**config.mk**
```make
export PLATFORM = sky130hd
export DESIGN_NAME = keccak_pad_feeder
export DESIGN_NICKNAME = d
export VERILOG_FILES = /design/src/rtl/keccak_pkg.sv /design/src/rtl/keccak_pad_lane.sv /design/src/rtl/keccak_pad_feeder.sv
export SDC_FILE = /design/constraint.sdc
export NUM_CORES = 2
export LEC_CHECK = 0
export CAP_MARGIN = 25
export CORE_AREA = 2 2 658 660
export DETAILED_ROUTE_END_ITERATION = 6
export DIE_AREA = 0 0 660 662
export PLACE_DENSITY = 0.3
export SETUP_SLACK_MARGIN = 0.2
export SYNTH_ARGS = -nofsm -noshare
export SYNTH_HDL_FRONTEND = slang
export SYNTH_SLANG_ARGS = --single-unit
```
**constraint.sdc**
```tcl
create_clock -name clk -period 6.8 [get_ports clk]
set_input_delay 1.36 -clock clk [delete_from_list [all_inputs] [get_ports clk]]
set_output_delay 1.36 -clock clk [all_outputs]
set_load 0.01 [all_outputs]
```
**src/rtl/keccak_pkg.sv**
```systemverilog
// Shared types and constants for the Keccak front-end.
//   lane_t   : one 64-bit Keccak lane
//   state_t  : full 5x5 lane array, lane i = x+5y at [y][x]
//   fsm_t    : pad-feeder state encoding
//   DOMAIN_SHA3 / PAD_END : SHA-3 domain-separation byte and final pad bit
//   RATE_SHA3_256         : rate in lanes for SHA3-256
package keccak_pkg;

  typedef logic [63:0] lane_t;
  typedef lane_t [0:4][0:4] state_t;

  typedef enum logic [1:0] {
    FILL   = 2'd0,
    SEND   = 2'd1,
    PADBLK = 2'd2
  } fsm_t;

  localparam logic [7:0] DOMAIN_SHA3   = 8'h06;
  localparam logic [7:0] PAD_END       = 8'h80;
  localparam int         RATE_SHA3_256 = 17;

endpackage

```
**src/rtl/keccak_pad_lane.sv**
```systemverilog
// Combinational padding of the single lane being written.
// Ports:
//   word          : incoming message word (byte 0 at [7:0])
//   n             : valid bytes in word, 0..8
//   domain        : domain-separation byte placed at byte n
//   is_final_lane : lane is the last rate lane, so byte 7 gets OR'd with 0x80
//   is_pad_lane   : word is the final message word; mask bytes above n
//   lane          : padded lane
module keccak_pad_lane
  import keccak_pkg::*;
(
  input  lane_t      word,
  input  logic [3:0] n,
  input  logic [7:0] domain,
  input  logic       is_final_lane,
  input  logic       is_pad_lane,
  output lane_t      lane
);

  always_comb begin
    lane = word;
    if (is_pad_lane) begin
      for (int b = 0; b < 8; b++) begin
        if (4'(b) == n) begin
          lane[8*b +: 8] = domain;
        end else if (4'(b) > n) begin
          lane[8*b +: 8] = 8'h00;
        end
      end
    end
    // Applied after the domain byte so a coinciding byte becomes domain|0x80.
    if (is_final_lane) begin
      lane[63:56] = lane[63:56] | PAD_END;
    end
  end

endmodule

```
**src/rtl/keccak_pad_feeder.sv**
```systemverilog
// Packs a 64-bit little-endian word stream into rate-sized Keccak blocks,
// applies SHA-3 multi-rate padding and presents each block as a full 5x5
// lane array with a valid/ready handshake. Capacity lanes are always zero.
// Optional build macro: KECCAK_PAD_DOMAIN_EN adds pad_domain[7:0], which
// replaces the fixed 0x06 domain byte (e.g. 0x1F for SHAKE).
// Ports:
//   clk, nrst       : clock, asynchronous active-low reset
//   s_data/s_valid  : message word and its valid
//   s_last/s_bytes  : final word flag and its valid byte count (0..8)
//   s_ready         : feeder accepts a word (FILL only)
//   blk_data        : block, lane i = x+5y at blk_data[y][x]
//   blk_valid/ready : block handshake
//   blk_last        : block carries the padding
//
// state  | meaning
// FILL   | accepting message words into the lane buffer
// SEND   | presenting the buffered block, waiting for blk_ready
// PADBLK | building a padding-only block after an exact-fit message
module keccak_pad_feeder
  import keccak_pkg::*;
#(
  parameter int WIDTH      = 64,
  parameter int RATE_LANES = RATE_SHA3_256
) (
  input  logic                           clk,
  input  logic                           nrst,
  input  logic [WIDTH-1:0]               s_data,
  input  logic                           s_valid,
  input  logic                           s_last,
  input  logic [3:0]                     s_bytes,
`ifdef KECCAK_PAD_DOMAIN_EN
  input  logic [7:0]                     pad_domain,
`endif
  output logic                           s_ready,
  output logic [0:4][0:4][WIDTH-1:0]     blk_data,
  output logic                           blk_valid,
  output logic                           blk_last,
  input  logic                           blk_ready
);

  localparam logic [4:0] LAST_LANE = 5'(RATE_LANES - 1);
  localparam lane_t      END_LANE  = {PAD_END, 56'h0};

  fsm_t       state_q, state_d;
  logic [4:0] lane_cnt;
  lane_t      buf_q [RATE_LANES];
  logic       pad_pend;
  logic [7:0] domain_q;
  logic [7:0] dom_in;
  logic [3:0] n_bytes;
  logic       at_last_lane;
  logic       exact_fit;
  lane_t      lane_pad;
  lane_t      spill_lane;

`ifdef KECCAK_PAD_DOMAIN_EN
  assign dom_in = pad_domain;
`else
  assign dom_in = DOMAIN_SHA3;
`endif

  assign n_bytes      = (s_bytes > 4'd8) ? 4'd8 : s_bytes;
  assign s_ready      = (state_q == FILL);
  assign at_last_lane = (lane_cnt == LAST_LANE);
  assign exact_fit    = s_last && (n_bytes == 4'd8) && at_last_lane;

  // A full final word on an earlier lane pushes the domain byte into the
  // next lane; if that next lane is the last rate lane it also takes 0x80.
  assign spill_lane = (lane_cnt + 5'd1 == LAST_LANE) ? (END_LANE | {56'h0, dom_in})
                                                     : {56'h0, dom_in};

  keccak_pad_lane u_pad_lane (
    .word          (s_data),
    .n             (n_bytes),
    .domain        (dom_in),
    .is_final_lane (s_last && at_last_lane && !exact_fit),
    .is_pad_lane   (s_last),
    .lane          (lane_pad)
  );

  for (genvar i = 0; i < 25; i++) begin : g_lane
    if (i < RATE_LANES) begin : g_rate
      assign blk_data[i/5][i%5] = buf_q[i];
    end else begin : g_cap
      assign blk_data[i/5][i%5] = '0;
    end
  end

  always_comb begin
    state_d = state_q;
    case (state_q)
      FILL: begin
        if (s_valid && (s_last || at_last_lane)) begin
          state_d = SEND;
        end
      end
      SEND: begin
        if (blk_ready) begin
          state_d = pad_pend ? PADBLK : FILL;
        end
      end
      PADBLK: state_d = SEND;
      default: state_d = FILL;
    endcase
  end

  always_ff @(posedge clk or negedge nrst) begin
    if (!nrst) begin
      state_q   <= FILL;
      lane_cnt  <= '0;
      pad_pend  <= 1'b0;
      domain_q  <= DOMAIN_SHA3;
      blk_valid <= 1'b0;
      blk_last  <= 1'b0;
      for (int i = 0; i < RATE_LANES; i++) begin
        buf_q[i] <= '0;
      end
    end else begin
      state_q <= state_d;
      case (state_q)
        FILL: begin
          if (s_valid) begin
            buf_q[lane_cnt] <= lane_pad;
            lane_cnt        <= lane_cnt + 5'd1;
            if (s_last) begin
              domain_q  <= dom_in;
              blk_valid <= 1'b1;
              if (exact_fit) begin
                pad_pend <= 1'b1;
                blk_last <= 1'b0;
              end else begin
                blk_last <= 1'b1;
                if (n_bytes == 4'd8) begin
                  buf_q[lane_cnt + 5'd1] <= spill_lane;
                  if (lane_cnt + 5'd1 != LAST_LANE) begin
                    buf_q[LAST_LANE] <= END_LANE;
                  end
                end else if (!at_last_lane) begin
                  buf_q[LAST_LANE] <= END_LANE;
                end
              end
            end else if (at_last_lane) begin
              blk_valid <= 1'b1;
              blk_last  <= 1'b0;
            end
          end
        end
        SEND: begin
          if (blk_ready) begin
            blk_valid <= 1'b0;
            blk_last  <= 1'b0;
            lane_cnt  <= '0;
            for (int i = 0; i < RATE_LANES; i++) begin
              buf_q[i] <= '0;
            end
          end
        end
        PADBLK: begin
          // Buffer was cleared on the previous transfer.
          buf_q[0]         <= {56'h0, domain_q};
          buf_q[LAST_LANE] <= END_LANE;
          pad_pend         <= 1'b0;
          blk_valid        <= 1'b1;
          blk_last         <= 1'b1;
        end
        default: ;
      endcase
    end
  end

endmodule

```
## Yosys cells after proc, flatten, opt, wreduce, memory -nomap -nowiden

Index checks and enable logic that the tools add are counted.

| storage, ports and cells | value |
|---|---|
| bits in registers | 1,098 |
| output and inout bits | 1,603 |

| cells by class | value |
|---|---|
| add/sub/neg operators | 1 |
| order comparisons | 13 |
| eq/ne operators | 19 |
| multiplexer cells | 58 |
| bitwise operators | 2 |
| reduce and logical (&&, ||, !) cells | 19 |

Operators by type and width:

| kind | number |
|---|---|
| 1088-bit 2-to-1 mux | 4 |
| 1088-bit bitwise mux | 2 |
| 960-bit one-hot mux with 2 select lines | 1 |
| 1024-bit 2-to-1 mux | 1 |
| 64-bit demux with 5-bit select | 2 |
| 64-bit 2-to-1 mux | 7 |
| 64-bit one-hot mux with 3 select lines | 2 |
| 8-bit 2-to-1 mux | 17 |
| 3-bit by 4-bit == test with 1-bit output (first input constant) | 4 |
| 3-bit by 4-bit greater-than comparator with 1-bit output (first input constant) | 4 |
| 6-bit greater-or-equal comparator (second input constant) | 2 |
| 6-bit by 1-bit less-than comparator with 1-bit output (second input constant) | 2 |
| 5-bit NOT with 6-bit output | 2 |
| 1-bit 2-to-1 mux | 11 |
| 5-bit == test (second input constant) | 2 |
| 5-bit 2-to-1 mux | 2 |
| 5-bit one-hot mux with 2 select lines | 1 |
| 2-bit by 4-bit == test with 1-bit output (first input constant) | 2 |
| 1-bit by 4-bit greater-than comparator with 1-bit output (first input constant) | 2 |
| 2-bit by 4-bit greater-than comparator with 1-bit output (first input constant) | 2 |
| 4-bit AND reduction | 2 |
| 1-bit logical AND | 7 |
| 2-bit 2-to-1 mux | 3 |
| 2-bit inequality test (second input constant) | 3 |
| other kinds (21) | 25 |

## Depth between registers and ports, before layout

| depth | value |
|---|---|
| depth in word-level cells | 16 |
| mapped depth | 12 |
| depth with buffers taken out | 7 |

## Hierarchy

A second synthesis with hierarchy kept.

| second synthesis, totals | value |
|---|---|
| cells, all modules | 5,693 |
| area, all modules | 50,144.3 µm² |

By module, submodules not included:

| module | instances | cells an instance | area an instance (µm²) | seq. area each (µm²) |
|---|---|---|---|---|
| keccak_pad_feeder | 1 | 5,575 | 49,361.1 | 27,476.4 |
| keccak_pad_lane | 1 | 118 | 783.3 | 0.0 |

## Worst setup path before layout

No wires, ideal clock.

| timing | value |
|---|---|
| path type | input-to-reg |
| from | in s_bytes[2] |
| to | reg buf_q (netlist bit blk_data[1041]) |
| library setup time | 132 ps |
| data arrival time | 2,881 ps |
| data required time | 6,668 ps |
| setup slack | 3,787 ps |
| stages | 8 |
| buffers on the path | 3 |
| cell sequence | buf_2 or4b_2 buf_2 o21ai_2 buf_4 nor2_1 a21oi_1 nor2_1 |

| on the way | value |
|---|---|
| word-level cells in the longest chain between the ends | 13 |
| elaborated cells on any way between the ends | 17 |
| classes of those cells | 2 x order compare; 2 x eq/ne; 11 x mux; 2 x reduce/logical |

RTL lines:

| element | line | RTL |
|---|---|---|
| start, declared | keccak_pad_feeder.sv:30 | `input logic [3:0] s_bytes,` |
| 4-bit greater-than comparator | keccak_pad_feeder.sv:62 | `assign n_bytes = (s_bytes > 4'd8) ? 4'd8 : s_bytes;` |
| 4-bit 2-to-1 mux * | keccak_pad_feeder.sv:62 |  |
| 2-bit by 4-bit greater-than comparator with 1-bit output | keccak_pad_lane.sv:26 | `end else if (4'(b) > n) begin` |
| 8-bit 2-to-1 mux | keccak_pad_lane.sv:26 |  |
| 8-bit 2-to-1 mux | keccak_pad_lane.sv:24 | `if (4'(b) == n) begin` |
| 64-bit 2-to-1 mux | keccak_pad_lane.sv:22 | `if (is_pad_lane) begin` |
| 1088-bit bitwise mux | keccak_pad_feeder.sv:123 | `buf_q[lane_cnt] <= lane_pad;` |
| 1088-bit bitwise mux | keccak_pad_feeder.sv:134 | `buf_q[lane_cnt + 5'd1] <= spill_lane;` |
| 1024-bit 2-to-1 mux | keccak_pad_feeder.sv:133 | `if (n_bytes == 4'd8) begin` |
| 1088-bit 2-to-1 mux | keccak_pad_feeder.sv:128 | `if (exact_fit) begin` |
| 1088-bit 2-to-1 mux * | keccak_pad_feeder.sv:125 | `if (s_last) begin` |
| 1088-bit 2-to-1 mux * | keccak_pad_feeder.sv:122 | `if (s_valid) begin` |
| 960-bit one-hot mux with 2 select lines * | keccak_pad_feeder.sv:120 | `case (state_q)` |
| end signal, assigned by index | keccak_pad_feeder.sv:123 |  |
| end signal, assigned by index | keccak_pad_feeder.sv:134 |  |
| end, declared | keccak_pad_feeder.sv:46 | `lane_t buf_q [RATE_LANES];` |

Mark *: on every way between the ends. The rest lies on a longest branch, timed or not. The select of a mux whose other input is x is not followed.
A chain may end at the register's enable or synchronous reset.

## Worst setup path in the final report

| timing | value |
|---|---|
| from | in s_valid |
| to | reg buf_q (netlist bit blk_data[1585]) |

| on the way | value |
|---|---|
| word-level cells in the longest chain between the ends | 2 |

RTL lines:

| element | line | RTL |
|---|---|---|
| start, declared | keccak_pad_feeder.sv:28 | `input logic s_valid,` |
| 2-bit inequality test (no source line) | -- |  |
| 3-bit AND reduction (no source line) | -- |  |

Every way passes these cells.

==> impl_results.md <==
* Clock-pin slew on the worst setup and hold paths at roughly 50 ps
* Worst setup margin at 2570 ps
* Reg-to-reg setup timing slack at around 2700 ps
* Routed vias/inst at ~3.4
* Reg2Reg Launch Point: state_q[1]
* Crit path max fanout at 37
* Avg WL per Cell at 26.3 um
* Post-synth ARST share at 1.00
* Routed Antenna Nets at 0
* Count of final max-slew check failures at 0
* CTS HTree Levels at 4
* Worst Setup End Kind: flip-flop
* Final-stage net count at ~6,300
* Cell row count at 241
* Post-route DRC at 0
* Synth Cell Area at between 40,000 and 50,000 um2
* CP Data Arrival Time at 4970 ps
* Peak VDD IR at 234 uV
* Die Y at between 600 and 700 um
* Layout cells sized above 1 at 0.0837
* Half-perimeter wire length after placement at 229,000 um
* Cell accounting for the most synthesized area: dfrtp_1
* Top-count cell post-synth: nor2_1
* Full die area at about 440,000 um2
* Max stage delay on crit path at around 700 ps
* Final hold slack at 480 ps
* Fmax achieved at 236 MHz
* Top Ports at 1,676
* Max_slew headroom at 0.291
* Area grow syn2layout at 47.5%
* Worst Tran Pin Value at around 1100 ps
* DR iter-0 viols at 3,053
* Final instance count without filler cells at 12,000
* First-pass GRT wire length at 409,000 um
* Top cell by count, worst path: buf_4
* Vias in the first global route at around 39,000
* Clock Skews at approximately 43 ps
* Main synth FF type: dfrtp_1
* Mean Syn Cell Area at ~9.4 um2
* FF+latch count, synth at approximately 1,100
* GRT Total Usage at 0.139
* Yosys warning count at 0
* Post-synthesis sequential area ratio at 0.573
* Synth top cells by count: nor2_1 (1,509), dfrtp_1 (1,098), a21oi_1 (718)
* Final period utilization at 0.622
* HP Start: blk_data[531]
* Clock Latency Late Sink at 880 ps
* Antenna violations before repair at between 40 and 50
* First-pass iteration count of the detailed router at 5
* Number of synthesized flops with an enable pin at 0
* GRT overflow at 0
* Yosys top cell area share at 0.573
* Hold_buf cts at 0
* Fin crit period at ~4200 ps
* Critical-path top delay cell: nand3_4
* Design area at 70,700 um2
* Pwr Density at around 340 nW/um2
* Total power at ~24 mW
* Post-CTS setup repair buffer count at 0
* Core Region at around 430,000 um2
* Post-layout util at 0.165
* Crit path launch type: primary input
* GPL Wtd Cong at 0.772
* Status: finished, final reports clean
* Vias at approximately 41,000
* Placed Cells at about 12,000
* Largest net degree at the start of global routing at roughly 120
* Initial core utilization at 0.112
* Post-Synthesis Cells at around 5,100
* Lkg Pwr at 30.7 nW
* Die X at 660 um
* Clk sink count at 1,098
* Synth cell types at a little over 70
* Hold Path Class: flip-flop to flip-flop
* Post_cts resized at 0
* Drt total wl at about 320,000 um
* Cell Area, Placed at around 65,000 um2
* Max Cap Viol at 0
* RSZ-0062 raised after global routing: false
* Hold Violations, Final at 0
* Fillers at between 40,000 and 50,000
* CTS tree: yes
* Clock root cell: clkbuf_16
* Crit Path Category: primary input to flip-flop
* Setup TNS at 0 ps
* Critical Path RT at between 7000 and 8000 ps
* Critical path launch point: s_valid
* Max clock buf depth at 4
* Endpoints failing setup at 0
* Num CTS Buffers at 159
* Critical path, cell by cell: clkdlybuf4s50_1 -> nand2b_1 -> buf_4 -> nand3b_1 -> nor2_1 -> nand3_4 -> buf_4 -> o2bb2ai_1
* Place WS at about 1500 ps
* Area contributors post-synth: dfrtp_1 (57%), nor2_1 (12%), buf_4 (8.2%)
* Buffers on Ports at about 1,200
layout make-up:
type	count	area (um2)	area share
multi-input cells	3579	17300	0.244
clock buffers	241	4730	0.0669
inverters	10	37.5	0.000531
flip-flops and latches	1098	27500	0.388
well taps	5710	7140	0.101
repair buffers	1332	13400	0.190
clock inverters	46	592	0.00837
diodes	23	57.6	0.000814
metal layers:
metal	share of wire	routed length [um]	track usage	vias up
li1	-	-	-	18000
met1	0.38	121000	0.160	20800
met2	0.51	163000	0.251	1716
met3	0.072	22900	0.0365	308
met4	0.031	9690	0.0432	2
met5	0.000041	13	0	-
worst paths after layout:
kind                                   to  cells after the start
max in group asynchronous  blk_data[1284]                      3
min in group asynchronous  blk_data[1264]                      1
setup reg to reg           blk_data[1457]                      9
setup / recovery           blk_data[1585]                      8
hold reg to reg             blk_data[531]                      2
hold / removal              blk_data[531]                      2
critical path, delay by kind of cell:
family / cells / cell delay [ps]
and+or+nand+nor: 4 / 1900
AOI/OAI and AO/OA: 1 / 210
buffers and inverters: 3 / 1400
cell families (layout without fill, tap and decap cells):
| group | count (synthesis) | in the layout | share of synthesized area |
|---|---|---|---|
| multiplexers | 8 | 8 | 0.00172 |
| buffers and inverters | 936 | 1629 | 0.121 |
| other | 1 | 535 | 0.0000782 |
| AO/OA/AOI/OAI | 1223 | 1223 | 0.150 |
| AND/OR/NAND/NOR | 1827 | 1827 | 0.152 |
| flip-flops | 1098 | 1098 | 0.573 |
| XOR/XNOR | 1 | 1 | 0.000183 |
| adder cells (fa/ha/maj) | 8 | 8 | 0.00209 |
registers in the layout, indices dropped and copies added, names as in the netlist:
| name | flops |
|---|---|
| lane_cnt | 5 |
| state_q | 2 |
| blk_valid | 1 |
| blk_last | 1 |
| pad_pend | 1 |
| blk_data | 1088 |
report_power, final:
part / leakage [nW] / internal (mW) / switching [mW]
clock: 2.59 / 5.09 / 3.59
combinational: 12.9 / 2.34 / 5.12
sequential: 15.2 / 7.34 / 0.512
cells in the final DEF, fill, tap and decap left out, types with 5 or more instances in the layout:
cell type	n
clkinv_8	5
o211ai_1	10
inv_1	9
clkinv_2	17
o21ai_0	140
and2_1	15
bufinv_16	7
nand4_1	13
a211oi_1	78
conb_1	512
nand2b_1	6
buf_4	129
clkbuf_16	160
o21ai_1	33
diode_2	23
dfrtp_1	1098
nor2_1	1506
clkbuf_1	39
nand2_1	177
o2bb2ai_1	139
ha_1	8
clkinvlp_4	7
a22o_1	9
a22oi_1	5
clkbuf_8	42
nand4b_1	5
a21oi_1	717
clkdlybuf4s50_1	1162
buf_12	34
nand2_2	18
nand3_1	24
o21ai_4	42
o221ai_1	12
and3_1	7
No activity file was read; power rests on OpenSTA's default activity.
==> patch: new RTL, config.mk and constraints unchanged <==
The option `KECCAK_PAD_DOMAIN_EN` is turned on by a define.
--- a/src/rtl/keccak_pad_feeder.sv
+++ b/src/rtl/keccak_pad_feeder.sv
@@ -18,2 +18,4 @@
 // PADBLK | building a padding-only block after an exact-fit message
+`define KECCAK_PAD_DOMAIN_EN
+
 module keccak_pad_feeder
Ports: changed (added pad_domain); port bits go from 1676 to 1684. The function was not compared with the original's and may differ.
==> patch against the unedited design <==
- wire length up 11%
- setup slack worse by 0.50 ns
- sequential cell count up 8
- synthesized area up 2.2%
- die area unchanged
- global-route usage up 1.6 points
- power down 0.23%
- design area up 2.4%
==> patch: results (changes against the unedited design) <==
- Vias/cell: 3.62 (+6.7%)
- Routed WL per cell: 31.6 um (+20%)
- First-pass GRT wire length: 450 mm (+10%)
- Worst slew pin tran: 1.34 ns (+0.274 ns)
- Worst VDD drop: 0.362 mV (+54%)
- Seq/Total Area, Yosys: 0.565 (-0.00809)
- Multi-input combinational area share: 0.254 (+0.00998)
- Clk_buf instances: 224 (-7.1%)
- Cells after DPL: 10900 (-7.0%)
- HP Class: in -> async
- Top cells by area, synth: dfrtp_1, buf_4, a22o_1, o2bb2ai_1, a211oi_1
- Post-DP HPWL: 255 mm (+11%)
- Starting DRC count in detailed routing: 3146 (+3.0%)
- Static Leak: 0.0292 uW (-4.6%)
- Commonest cells post-synth: dfrtp_1, buf_4, a22o_1
- Top routing layer used: met5
- Inserted Diodes: 27 (+17%)
- Fillers: 47400 (-1.2%)
- Synth Area in Compound Gates: 0.248 (+0.0988)
- Mux share of post-synthesis cell area: 0.00600 (+0.00428)
- Signal buffers share of area: 0.189 (-0.000298)
- Clock-cell share: 0.0741 (-0.00110)
- Met2 wire length: 184 mm (+12%)
- Bufs w/o clock: 1377 (+3.4%)
- Vias in the first global route: 40100 (+1.6%)
- Mapped Avg Cell Area: 11.5 um^2 (+23%)
- GPL Wtd Cong: 0.783 (+1.4%)
- Internal cell power: 14300 uW (-3.0%)
- Post-CTS Setup Repair Bufs: 0 (unchanged)
- #MultiIn Comb: 2701 (-25%)
- Outcome: complete, no violations
- Wire length on met3: 21.5 mm (-6.0%)
- Comb power: 7590 uW (+2%)
- Worst path arrival time: 5.49 ns (+0.52 ns)
- Post-layout nets: 5444 (-13%)
- Combinational share of power: 0.317 (+0.006)
- Seq area share: 0.382 (-0.00620)
- Via Count: 40500 (-0.71%)
- Layout cells sized above 1: 0.114 (+0.0304)
- Global-route total usage across every layer: 0.155 (+0.0161)
- Inverters: 7 (-3)
- Yosys cell types: 77 (+8.5%)
- Antenna violations before repair: 81 (+72%)
- Met2 Track Usage GR: 0.280 (+0.0293)
- Post-synthesis xor/xnor area fraction: 0 (-0.000183)
- PortBufs: 1171 (+0.69%)
- Critical path fanouts, max: 41 (+11%)
patch: worst paths after layout:
kind / slack (ns) / from / endpoint / depth (start not counted)
max: 2.07 / lane_cnt[0] / blk_data[1068] / 10
min: 0.44 / nrst / blk_data[796] / 1
max reg2reg: 2.07 / lane_cnt[0] / blk_data[1068] / 10
min reg2reg: 0.49 / blk_data[1594] / blk_data[1594] / 2
max in group asynchronous: 4.57 / nrst / blk_data[1471] / 3
min in group clk: 0.49 / blk_data[1594] / blk_data[1594] / 2
patch: worst max-delay path, stage by stage (launching register included):
cell and delay [ns]:
dfrtp_1 0.51, inv_1 0.23, ha_1 0.40, nand4bb_4 0.74, nand2_1 0.82, o31ai_4 0.11
buf_4 0.24, o21ai_4 0.13, buf_4 0.43, buf_4 0.67, a22o_1 0.25
patch: per-stage QoR:
stage,hold WS (ns),setup slack [ns],utilization
finish,0.443,2.07,0.169
floorplan,0.473,3.77,-
global placement,0.465,1.40,0.155
CTS,0.488,1.86,0.168
global route,0.451,1.69,0.168
detailed placement,0.473,1.60,0.156
